$ cat src/rtl/alu_pkg.sv
// Shared definitions for the 16-bit ALU, its command-side issuer and the bench:
// bus widths, opcode encoding and the issuer state enum.
package alu_pkg;

    localparam int DEF_WIDTH = 16;
    localparam int DEF_SEL_W = 4;

    localparam logic [3:0] OP_ADD  = 4'b0000;
    localparam logic [3:0] OP_SUB  = 4'b0001;
    localparam logic [3:0] OP_MUL  = 4'b0010;
    localparam logic [3:0] OP_DIV  = 4'b0011;
    localparam logic [3:0] OP_SHL  = 4'b0100;
    localparam logic [3:0] OP_SHR  = 4'b0101;
    localparam logic [3:0] OP_ROL  = 4'b0110;
    localparam logic [3:0] OP_ROR  = 4'b0111;
    localparam logic [3:0] OP_AND  = 4'b1000;
    localparam logic [3:0] OP_OR   = 4'b1001;
    localparam logic [3:0] OP_XOR  = 4'b1010;
    localparam logic [3:0] OP_NOR  = 4'b1011;
    localparam logic [3:0] OP_NAND = 4'b1100;
    localparam logic [3:0] OP_XNOR = 4'b1101;
    localparam logic [3:0] OP_GT   = 4'b1110;
    localparam logic [3:0] OP_EQ   = 4'b1111;

    typedef enum logic [1:0] {
        IDLE,
        DRIVE,
        RESP
    } issuer_state_e;

endpackage

$ cat src/rtl/alu_op_issuer_if.sv
// Command and response handshakes between a sequencer (master) and the
// ALU operation issuer (slave).
interface alu_op_issuer_if #(
    parameter int WIDTH = 16,
    parameter int SEL_W = 4
);
    logic             cmd_valid;
    logic             cmd_ready;
    logic [WIDTH-1:0] cmd_a;
    logic [WIDTH-1:0] cmd_b;
    logic [SEL_W-1:0] cmd_sel;

    logic             rsp_valid;
    logic             rsp_ready;
    logic [WIDTH-1:0] rsp_data;
    logic             rsp_carry;
    logic             rsp_err;

    modport master (
        output cmd_valid, cmd_a, cmd_b, cmd_sel, rsp_ready,
        input  cmd_ready, rsp_valid, rsp_data, rsp_carry, rsp_err
    );

    modport slave (
        input  cmd_valid, cmd_a, cmd_b, cmd_sel, rsp_ready,
        output cmd_ready, rsp_valid, rsp_data, rsp_carry, rsp_err
    );
endinterface

$ cat src/rtl/alu_op_issuer.sv
// Issues one ALU operation at a time: drives the ALU buses, waits a fixed
// settle time, then returns the captured result; divide-by-zero is trapped here.
module alu_op_issuer
    import alu_pkg::*;
#(
    parameter int WIDTH         = DEF_WIDTH,
    parameter int SEL_W         = DEF_SEL_W,
    parameter int SETTLE_CYCLES = 1,
    parameter int CNT_W         = 16
) (
    input  logic               clk,
    input  logic               reset,
    alu_op_issuer_if.slave     bus,
    output logic [WIDTH-1:0]   alu_a,
    output logic [WIDTH-1:0]   alu_b,
    output logic [SEL_W-1:0]   alu_sel,
    input  logic [WIDTH-1:0]   alu_result,
    input  logic               alu_carry,
    output logic [CNT_W-1:0]   op_count
);

    if (SETTLE_CYCLES < 1 || SETTLE_CYCLES > 15) begin : g_bad_settle
        $error("alu_op_issuer: SETTLE_CYCLES must be within 1..15");
    end

    issuer_state_e    state;
    issuer_state_e    state_next;
    logic [3:0]       settle_cnt;
    logic [WIDTH-1:0] rsp_data;
    logic             rsp_carry;
    logic             rsp_err;
    logic             accept;
    logic             div_zero;

    // cmd_ready is gated by reset so nothing looks acceptable while held in reset
    assign bus.cmd_ready = reset && (state == IDLE);
    assign bus.rsp_valid = (state == RESP);
    assign bus.rsp_data  = rsp_data;
    assign bus.rsp_carry = rsp_carry;
    assign bus.rsp_err   = rsp_err;

    assign accept   = bus.cmd_valid && bus.cmd_ready;
    assign div_zero = (bus.cmd_sel == SEL_W'(OP_DIV)) && (bus.cmd_b == '0);

    always_ff @(posedge clk or negedge reset) begin
        if (!reset) begin
            state <= IDLE;
        end else begin
            state <= state_next;
        end
    end

    always_comb begin
        state_next = state;
        case (state)
            IDLE:    if (accept) state_next = div_zero ? RESP : DRIVE;
            DRIVE:   if (settle_cnt == 4'd1) state_next = RESP;
            RESP:    if (bus.rsp_ready) state_next = IDLE;
            default: state_next = IDLE;
        endcase
    end

    // A trapped divide never touches the ALU buses, so they keep the last issued op
    always_ff @(posedge clk or negedge reset) begin
        if (!reset) begin
            alu_a      <= '0;
            alu_b      <= '0;
            alu_sel    <= '0;
            settle_cnt <= '0;
            rsp_data   <= '0;
            rsp_carry  <= 1'b0;
            rsp_err    <= 1'b0;
            op_count   <= '0;
        end else begin
            case (state)
                IDLE: begin
                    if (accept) begin
                        if (div_zero) begin
                            rsp_data  <= '1;
                            rsp_carry <= 1'b0;
                            rsp_err   <= 1'b1;
                        end else begin
                            alu_a      <= bus.cmd_a;
                            alu_b      <= bus.cmd_b;
                            alu_sel    <= bus.cmd_sel;
                            settle_cnt <= 4'(SETTLE_CYCLES);
                        end
                    end
                end
                DRIVE: begin
                    settle_cnt <= settle_cnt - 4'd1;
                    if (settle_cnt == 4'd1) begin
                        rsp_data  <= alu_result;
                        rsp_carry <= alu_carry;
                        rsp_err   <= 1'b0;
                    end
                end
                RESP: begin
                    if (bus.rsp_ready) op_count <= op_count + 1'b1;
                end
                default: ;
            endcase
        end
    end

endmodule

$ cat src/flat_wrapper.sv
// flat-port wrapper written by rule: the top's interface ports become plain ports
module alu_op_issuer_flat import alu_pkg::*;
#(
    parameter int WIDTH         = DEF_WIDTH,
    parameter int SEL_W         = DEF_SEL_W,
    parameter int SETTLE_CYCLES = 1,
    parameter int CNT_W         = 16
)
  (clk, reset, alu_a, alu_b, alu_sel, alu_result, alu_carry, op_count, bus_cmd_valid, bus_cmd_a, bus_cmd_b, bus_cmd_sel, bus_rsp_ready, bus_cmd_ready, bus_rsp_valid, bus_rsp_data, bus_rsp_carry, bus_rsp_err);
  alu_op_issuer_if #(.WIDTH(WIDTH), .SEL_W(SEL_W)) bus_i ();
  input  logic clk;
  input  logic reset;
  output logic [WIDTH-1:0] alu_a;
  output logic [WIDTH-1:0] alu_b;
  output logic [SEL_W-1:0] alu_sel;
  input  logic [WIDTH-1:0] alu_result;
  input  logic alu_carry;
  output logic [CNT_W-1:0] op_count;
  input wire logic [$bits(bus_i.cmd_valid)-1:0] bus_cmd_valid;
  input wire logic [$bits(bus_i.cmd_a)-1:0] bus_cmd_a;
  input wire logic [$bits(bus_i.cmd_b)-1:0] bus_cmd_b;
  input wire logic [$bits(bus_i.cmd_sel)-1:0] bus_cmd_sel;
  input wire logic [$bits(bus_i.rsp_ready)-1:0] bus_rsp_ready;
  output wire logic [$bits(bus_i.cmd_ready)-1:0] bus_cmd_ready;
  output wire logic [$bits(bus_i.rsp_valid)-1:0] bus_rsp_valid;
  output wire logic [$bits(bus_i.rsp_data)-1:0] bus_rsp_data;
  output wire logic [$bits(bus_i.rsp_carry)-1:0] bus_rsp_carry;
  output wire logic [$bits(bus_i.rsp_err)-1:0] bus_rsp_err;
  assign bus_i.cmd_valid = bus_cmd_valid;
  assign bus_i.cmd_a = bus_cmd_a;
  assign bus_i.cmd_b = bus_cmd_b;
  assign bus_i.cmd_sel = bus_cmd_sel;
  assign bus_i.rsp_ready = bus_rsp_ready;
  assign bus_cmd_ready = bus_i.cmd_ready;
  assign bus_rsp_valid = bus_i.rsp_valid;
  assign bus_rsp_data = bus_i.rsp_data;
  assign bus_rsp_carry = bus_i.rsp_carry;
  assign bus_rsp_err = bus_i.rsp_err;
  alu_op_issuer #(.WIDTH(WIDTH), .SEL_W(SEL_W), .SETTLE_CYCLES(SETTLE_CYCLES), .CNT_W(CNT_W)) u_core (.clk(clk), .reset(reset), .bus(bus_i), .alu_a(alu_a), .alu_b(alu_b), .alu_sel(alu_sel), .alu_result(alu_result), .alu_carry(alu_carry), .op_count(op_count));
endmodule
$ cat config.mk
export PLATFORM = sky130hd
export DESIGN_NAME = alu_op_issuer_flat
export DESIGN_NICKNAME = d
export VERILOG_FILES = /design/src/rtl/alu_pkg.sv /design/src/rtl/alu_op_issuer_if.sv /design/src/rtl/alu_op_issuer.sv /design/src/flat_wrapper.sv
export SDC_FILE = /design/constraint.sdc
export NUM_CORES = 1
export LEC_CHECK = 0
export ABC_AREA = 1
export CAP_MARGIN = 15
export CORE_MARGIN = 10
export CORE_UTILIZATION = 30
export CTS_BUF_LIST = sky130_fd_sc_hd__clkbuf_4 sky130_fd_sc_hd__clkbuf_8
export DETAILED_ROUTE_END_ITERATION = 8
export MAX_ROUTING_LAYER = met4
export PLACE_DENSITY = 0.55
export SETUP_SLACK_MARGIN = 0.4
export SLEW_MARGIN = 20
export SYNTH_ARGS = -nofsm -noshare
export SYNTH_HDL_FRONTEND = slang
export SYNTH_SLANG_ARGS = --single-unit
$ cat constraint.sdc
create_clock -name clk -period 2.77 [get_ports clk]
set_input_delay 0.554 -clock clk [delete_from_list [all_inputs] [get_ports clk]]
set_output_delay 0.554 -clock clk [all_outputs]
set_load 0.005 [all_outputs]
==> metrics.txt, run 1 <==
outcome completed; clk_skew 0.00915 ns; vias in the first global route 3203; CTS Buf Count 9; WP data required 2.22 ns; CORE AREA 11300 um2; R2R Setup Slk 0.89 ns; Worst VDD drop 0.373 mV; Final Hold Slack 0.282 ns; Synth Register Bits 76; vias 3081; Avg WL per Cell 14.8 um; Final Non-Filler Cells 681; Fill cells 1170; Pins Over Slew Limit 0; total power 4.73 mW; first-pass GRT wire length 16600 um; syn_nets 462; # port buffers 128; endpoints failing hold 0; H-Tree Depth 3; reg2reg start u_core.state[1]$_DFFE_PN0P_; post-place setup slack 0.548 ns; Syn-to-layout area delta 47.6%; cts repair resizes 0; critical path type reg -> out; setup TNS 0 ns; Synth Instances 402; # clock sinks 76; Post CTS Setup Buffer Count 0; pin count of the biggest net entering global routing 41; synthesized area 3440 um2; Unique masters post-synth 27; dpl hpwl 7590 um; leakage dissipation 2.41 nW; Rel. slew slack 61.4%; maxcap violations 0; post-detailed-route via-to-cell ratio 4.52; Hold Crit Class in -> async; Worst-path clk slew 0.08 ns; antenna violations before repair 0; length of the first detailed-routing pass in iterations 4; Clock Latency Late Sink 0.35 ns; CTS tree yes; Achievable Freq 0.453 GHz; max incr delay on CP 0.53 ns; global placement routability congestion 0.788; CTS hold repair buffers 0; Die Span Y 127 um; placed cell count 666; Post-Route Utilization 44.9%; nets@finish 594; Slew @ Worst Pin 0.578 ns; Cell Pwr Density 932 nW/um2; crit share post-route 79.7%; grt total ovfl 0; syn avg cell area 8.57 um2; # diodes 0; Area after DPL 4890 um2; Die W 127 um; CTS root buf clkbuf_8; slowest CP cell clkdlybuf4s50_1; DIE AREA 16200 um2; Synth warnings 0; All-Layer GR Usage 13.0%; cell area after layout 5080 um2; Worst R2R End u_core.bus.rsp_err$_DFFE_PN0P_; Post-Route WL 10100 um; layout cells sized above 1 9.29%; Top Ports 129; DRC errors left 0; CTS Buffer Depth 2; sequential element share of the synthesized area 55.2%; Worst Path Max Fanout 4; Final setup viols 0; CP Capture Type primary output; num rows 39; PnR worst setup slack 0.562 ns; minimum clock period after layout 2.21 ns; Initial Util 30.4%; critical path cell sequence nor2_4, inv_2, nor2_1, clkdlybuf4s50_1; Detail Route Antenna Nets 0; startpoint class of the critical path register; starting DRC count in detailed routing 176; Worst EP arrival 1.65 ns; r2r worst-path depth 7; RSZ-0062 raised after global routing no
==> cell usage after synthesis <==
library cell  number  area share (%)
nor2_2             2            0.36
ha_1               3             1.1
clkbuf_1           5            0.55
a31oi_1            1            0.18
and2_1             1            0.18
a21oi_1            1            0.15
xor2_1             7             1.8
o21ai_0            1            0.15
nand3_1           65             9.4
or2_2             17             3.1
nand4_1            4            0.73
nand2_1          147              16
buf_4              1            0.22
nand2_4            2            0.65
nor3_4             1            0.47
nand3_4            1            0.51
o21ai_1            2            0.29
nand2_2            1            0.18
inv_1             21             2.3
o31ai_1            1            0.22
inv_2              1            0.11
nor2_4             2            0.65
dfrtp_1           76              55
nor2_1            24             2.6
nor3_1             1            0.15
xnor2_1            6             1.5
buf_2              8             1.2
==> logic make-up (layout without fill, tap and decap cells) <==
| kind of cell | after synthesis | in the layout | synth area share [%] |
|---|---|---|---|
| and+or+nand+nor | 268 | 268 | 35.1 |
| AOI/OAI and AO/OA | 6 | 6 | 0.981 |
| buffers and inverters | 36 | 172 | 4.32 |
| xor gates and xnor gates | 13 | 13 | 3.31 |
| DFF | 76 | 76 | 55.2 |
| adders and majority gates | 3 | 3 | 1.09 |
==> routing by layer <==
metal	global-route usage (%)	wire length (um)	vias up
met2	21.1	4930	83
met3	2.73	422	11
li1	-	-	1530
met5	-	0	-
met1	15.6	4610	1457
met4	4.62	150	0
==> registers in the layout, indices dropped and copies added (netlist names) <==
register and count:
u_core.bus.rsp_data 16, u_core.state 2, u_core.settle_cnt 4, u_core.op_count 16, u_core.bus.rsp_err 1, u_core.alu_sel 4, u_core.alu_a 16, u_core.bus.rsp_carry 1
u_core.alu_b 16
==> power by group <==
part | switching [mW] | leakage [nW] | internal (mW)
clock network | 0.396 | 0.104 | 0.466
registers | 0.272 | 0.943 | 1.55
logic | 0.925 | 1.36 | 1.12
==> layout by cell type, fill, tap and decap left out, types with 4 or more instances in the layout <==
cell type and instances:
nor2_1 24, xor2_1 7, or2_2 17, clkbuf_8 10, clkdlybuf4s50_1 127, buf_4 8
nand3_1 65, nand2_1 147, inv_1 21, dfrtp_1 76, xnor2_1 6, nand4_1 4
==> worst max-delay path: cells and delay by family (launching register included) <==
family / cells / cell delay [ns]
and+or+nand+nor: 2 / 0.28
buffers and inverters: 2 / 0.60
DFF: 1 / 0.43
==> worst max-delay path by stage <==
stage	startpoint	endpoint	slack, ns	cells after the start
floorplan	bus_cmd_b[3]	u_core.bus.rsp_data[0]$_DFFE_PN0P_	1.19	9
global placement	bus_cmd_sel[0]	u_core.bus.rsp_data[0]$_DFFE_PN0P_	0.56	10
detailed placement	bus_cmd_sel[1]	u_core.bus.rsp_data[6]$_DFFE_PN0P_	0.55	10
CTS	u_core.state[1]$_DFFE_PN0P_	bus_cmd_ready	0.53	4
global route	u_core.state[1]$_DFFE_PN0P_	bus_cmd_ready	0.44	4
finish	u_core.state[1]$_DFFE_PN0P_	bus_cmd_ready	0.56	4
==> cell type report <==
type / instances / area [um2] / share of cell area (%)
multi-input combinational: 290 / 1390 / 27.4
clock buffer: 13 / 160 / 3.15
clock inverter: 2 / 35.0 / 0.689
sequential: 76 / 1900 / 37.4
inverter: 22 / 82.6 / 1.62
timing repair buffer: 135 / 1330 / 26.2
tap: 143 / 179 / 3.52
No activity file was read; power rests on OpenSTA's default activity.
==> run 2: changes to the inputs <==
clock period = 2.2 ns   (was 2.77 ns; I/O delays follow)
==> run 2 against run 1 <==
Net effect: via count up 0.75%; routed wire length about the same; clock skew down 0.0025 ns; sequential share of layout area down 0.77 points; core utilization up 1.0 points; critical endpoint is now op_count[0]; combinational power up 32%; critical path type unchanged.
==> metrics.txt, run 2 (synthesized netlist as in run 1, its figures left out) <==
Worst-path clk slew 0.08 ns; Detail Route Antenna Nets 0; Die W 127 um; first-pass GRT wire length 17000 um; CTS Buffer Depth 2; RSZ-0062 raised after global routing yes; num rows 39; vias 3104; Top Ports 129; antenna violations before repair 0; pin count of the biggest net entering global routing 41; CTS root buf clkbuf_8; max incr delay on CP 0.53 ns; global placement routability congestion 0.783; Worst VDD drop 0.474 mV; Clock Latency Late Sink 0.34 ns; leakage dissipation 2.47 nW; Final setup viols 0; Fill cells 1155; All-Layer GR Usage 13.2%; maxcap violations 0; layout cells sized above 1 11.9%; Cell Pwr Density 1190 nW/um2; CP Capture Type primary output; Initial Util 30.4%; startpoint class of the critical path register; placed cell count 668; Hold Crit Class in -> async; # clock sinks 76; # port buffers 128; setup TNS 0 ns; Worst EP arrival 1.30 ns; endpoints failing hold 0; nets@finish 604; Rel. slew slack 64.1%; reg2reg start u_core.state[1]$_DFFE_PN0P_; r2r worst-path depth 8; critical path type reg -> out; H-Tree Depth 3; Achievable Freq 0.576 GHz; # diodes 0; max layer used met4; DRC errors left 0; vias in the first global route 3242; R2R Setup Slk 0.64 ns; critical path cell sequence clkdlybuf4s50_1; met2 WL post-DR 4840 um; dpl hpwl 7480 um; clk_skew 0.00668 ns; crit share post-route 79.0%; grt total ovfl 0; CTS Buf Count 9; outcome completed; minimum clock period after layout 1.74 ns; routed metal-1 wirelength 4640 um; most common cell after layout, fill and taps aside nand2_1; WP data required 1.76 ns; slowest CP cell clkdlybuf4s50_1; Die Span Y 127 um; Final Non-Filler Cells 691; commonest cells after routing, fill and taps aside 147 x nand2_1, 125 x clkdlybuf4s50_1, 73 x dfrtp_1; Avg WL per Cell 14.6 um; Slew @ Worst Pin 0.538 ns; total power 6.18 mW; CTS tree yes; Syn-to-layout area delta 51.0%; length of the first detailed-routing pass in iterations 4; met3 WL post-DR 505 um; Post-Route WL 10100 um; Crit path buffers/inverters 1; Final Hold Slack 0.195 ns; starting DRC count in detailed routing 181; post-detailed-route via-to-cell ratio 4.49; Worst R2R End u_core.op_count[10]$_DFFE_PN0P_; Pins Over Slew Limit 0; Top delay family on crit path buffers and inverters; CORE AREA 11300 um2; DIE AREA 16200 um2; Worst Path Max Fanout 4
-- run 2: changes by cell type in the layout (fill, tap and decap cells not counted), moves of 2 or more --
cell | before | now
buf_4 | 8 | 17
dfrtp_2 | 0 | 3
clkbuf_4 | 3 | 0
clkdlybuf4s50_1 | 127 | 125
dfrtp_1 | 76 | 73
-- run 2: worst max-delay path by stage --
stage,startpoint,endpoint,cells after the start
2_1_floorplan,bus_cmd_b[3],u_core.bus.rsp_data[0]$_DFFE_PN0P_,9
3_3_place_gp,bus_cmd_sel[1],u_core.alu_sel[0]$_DFFE_PN0P_,9
3_5_place_dp,bus_cmd_sel[0],u_core.alu_a[13]$_DFFE_PN0P_,9
4_1_cts,u_core.state[1]$_DFFE_PN0P_,bus_cmd_ready,5
5_1_grt,u_core.state[1]$_DFFE_PN0P_,bus_cmd_ready,5
6_report,u_core.op_count[0]$_DFFE_PN0P_,op_count[0],1
-- run 2: metal layers --
metal  vias to the layer above  GRT usage [%]
met2                        84           21.2
met4                         0           4.62
met1                      1452           15.8
met3                        11           3.18
li1                       1557              -
met5                         -              -
-- run 2: final cells by class --
class                      instances  area [um2]  area share [%]
inverter                          22        82.6            1.59
tap                              143         179            3.44
timing repair buffer             145        1410            27.2
sequential                        76        1910            36.7
clock buffer                      11         151            2.91
clock inverter                     4        72.6            1.40
multi-input combinational        290        1400            26.8
-- run 2: repair_timing --
action                                  in CTS  in global routing
hold buffers                                 0                  0
pin swaps                                    1                  0
endpoints found under the setup margin       6                  4
buffers inserted                             7                  1
gates resized for setup                      4                  4
-- run 2: metrics by stage --
stage / utilization, % / setup WS, ns / area (um2)
CTS: 45.9 / 0.332 / 5190
detailed placement: 43.4 / 0.233 / 4910
floorplan: - / 0.738 / 3440
global placement: 43.4 / 0.259 / 4910
finish: 45.9 / 0.463 / 5200
global route: 45.9 / 0.363 / 5200
-- run 2: report_power, final --
group / internal (mW) / leakage, nW / switching [mW]
logic: 1.49 / 1.42 / 1.20
registers: 1.96 / 0.938 / 0.325
clock network: 0.693 / 0.111 / 0.512
total: 4.14 / 2.47 / 2.04
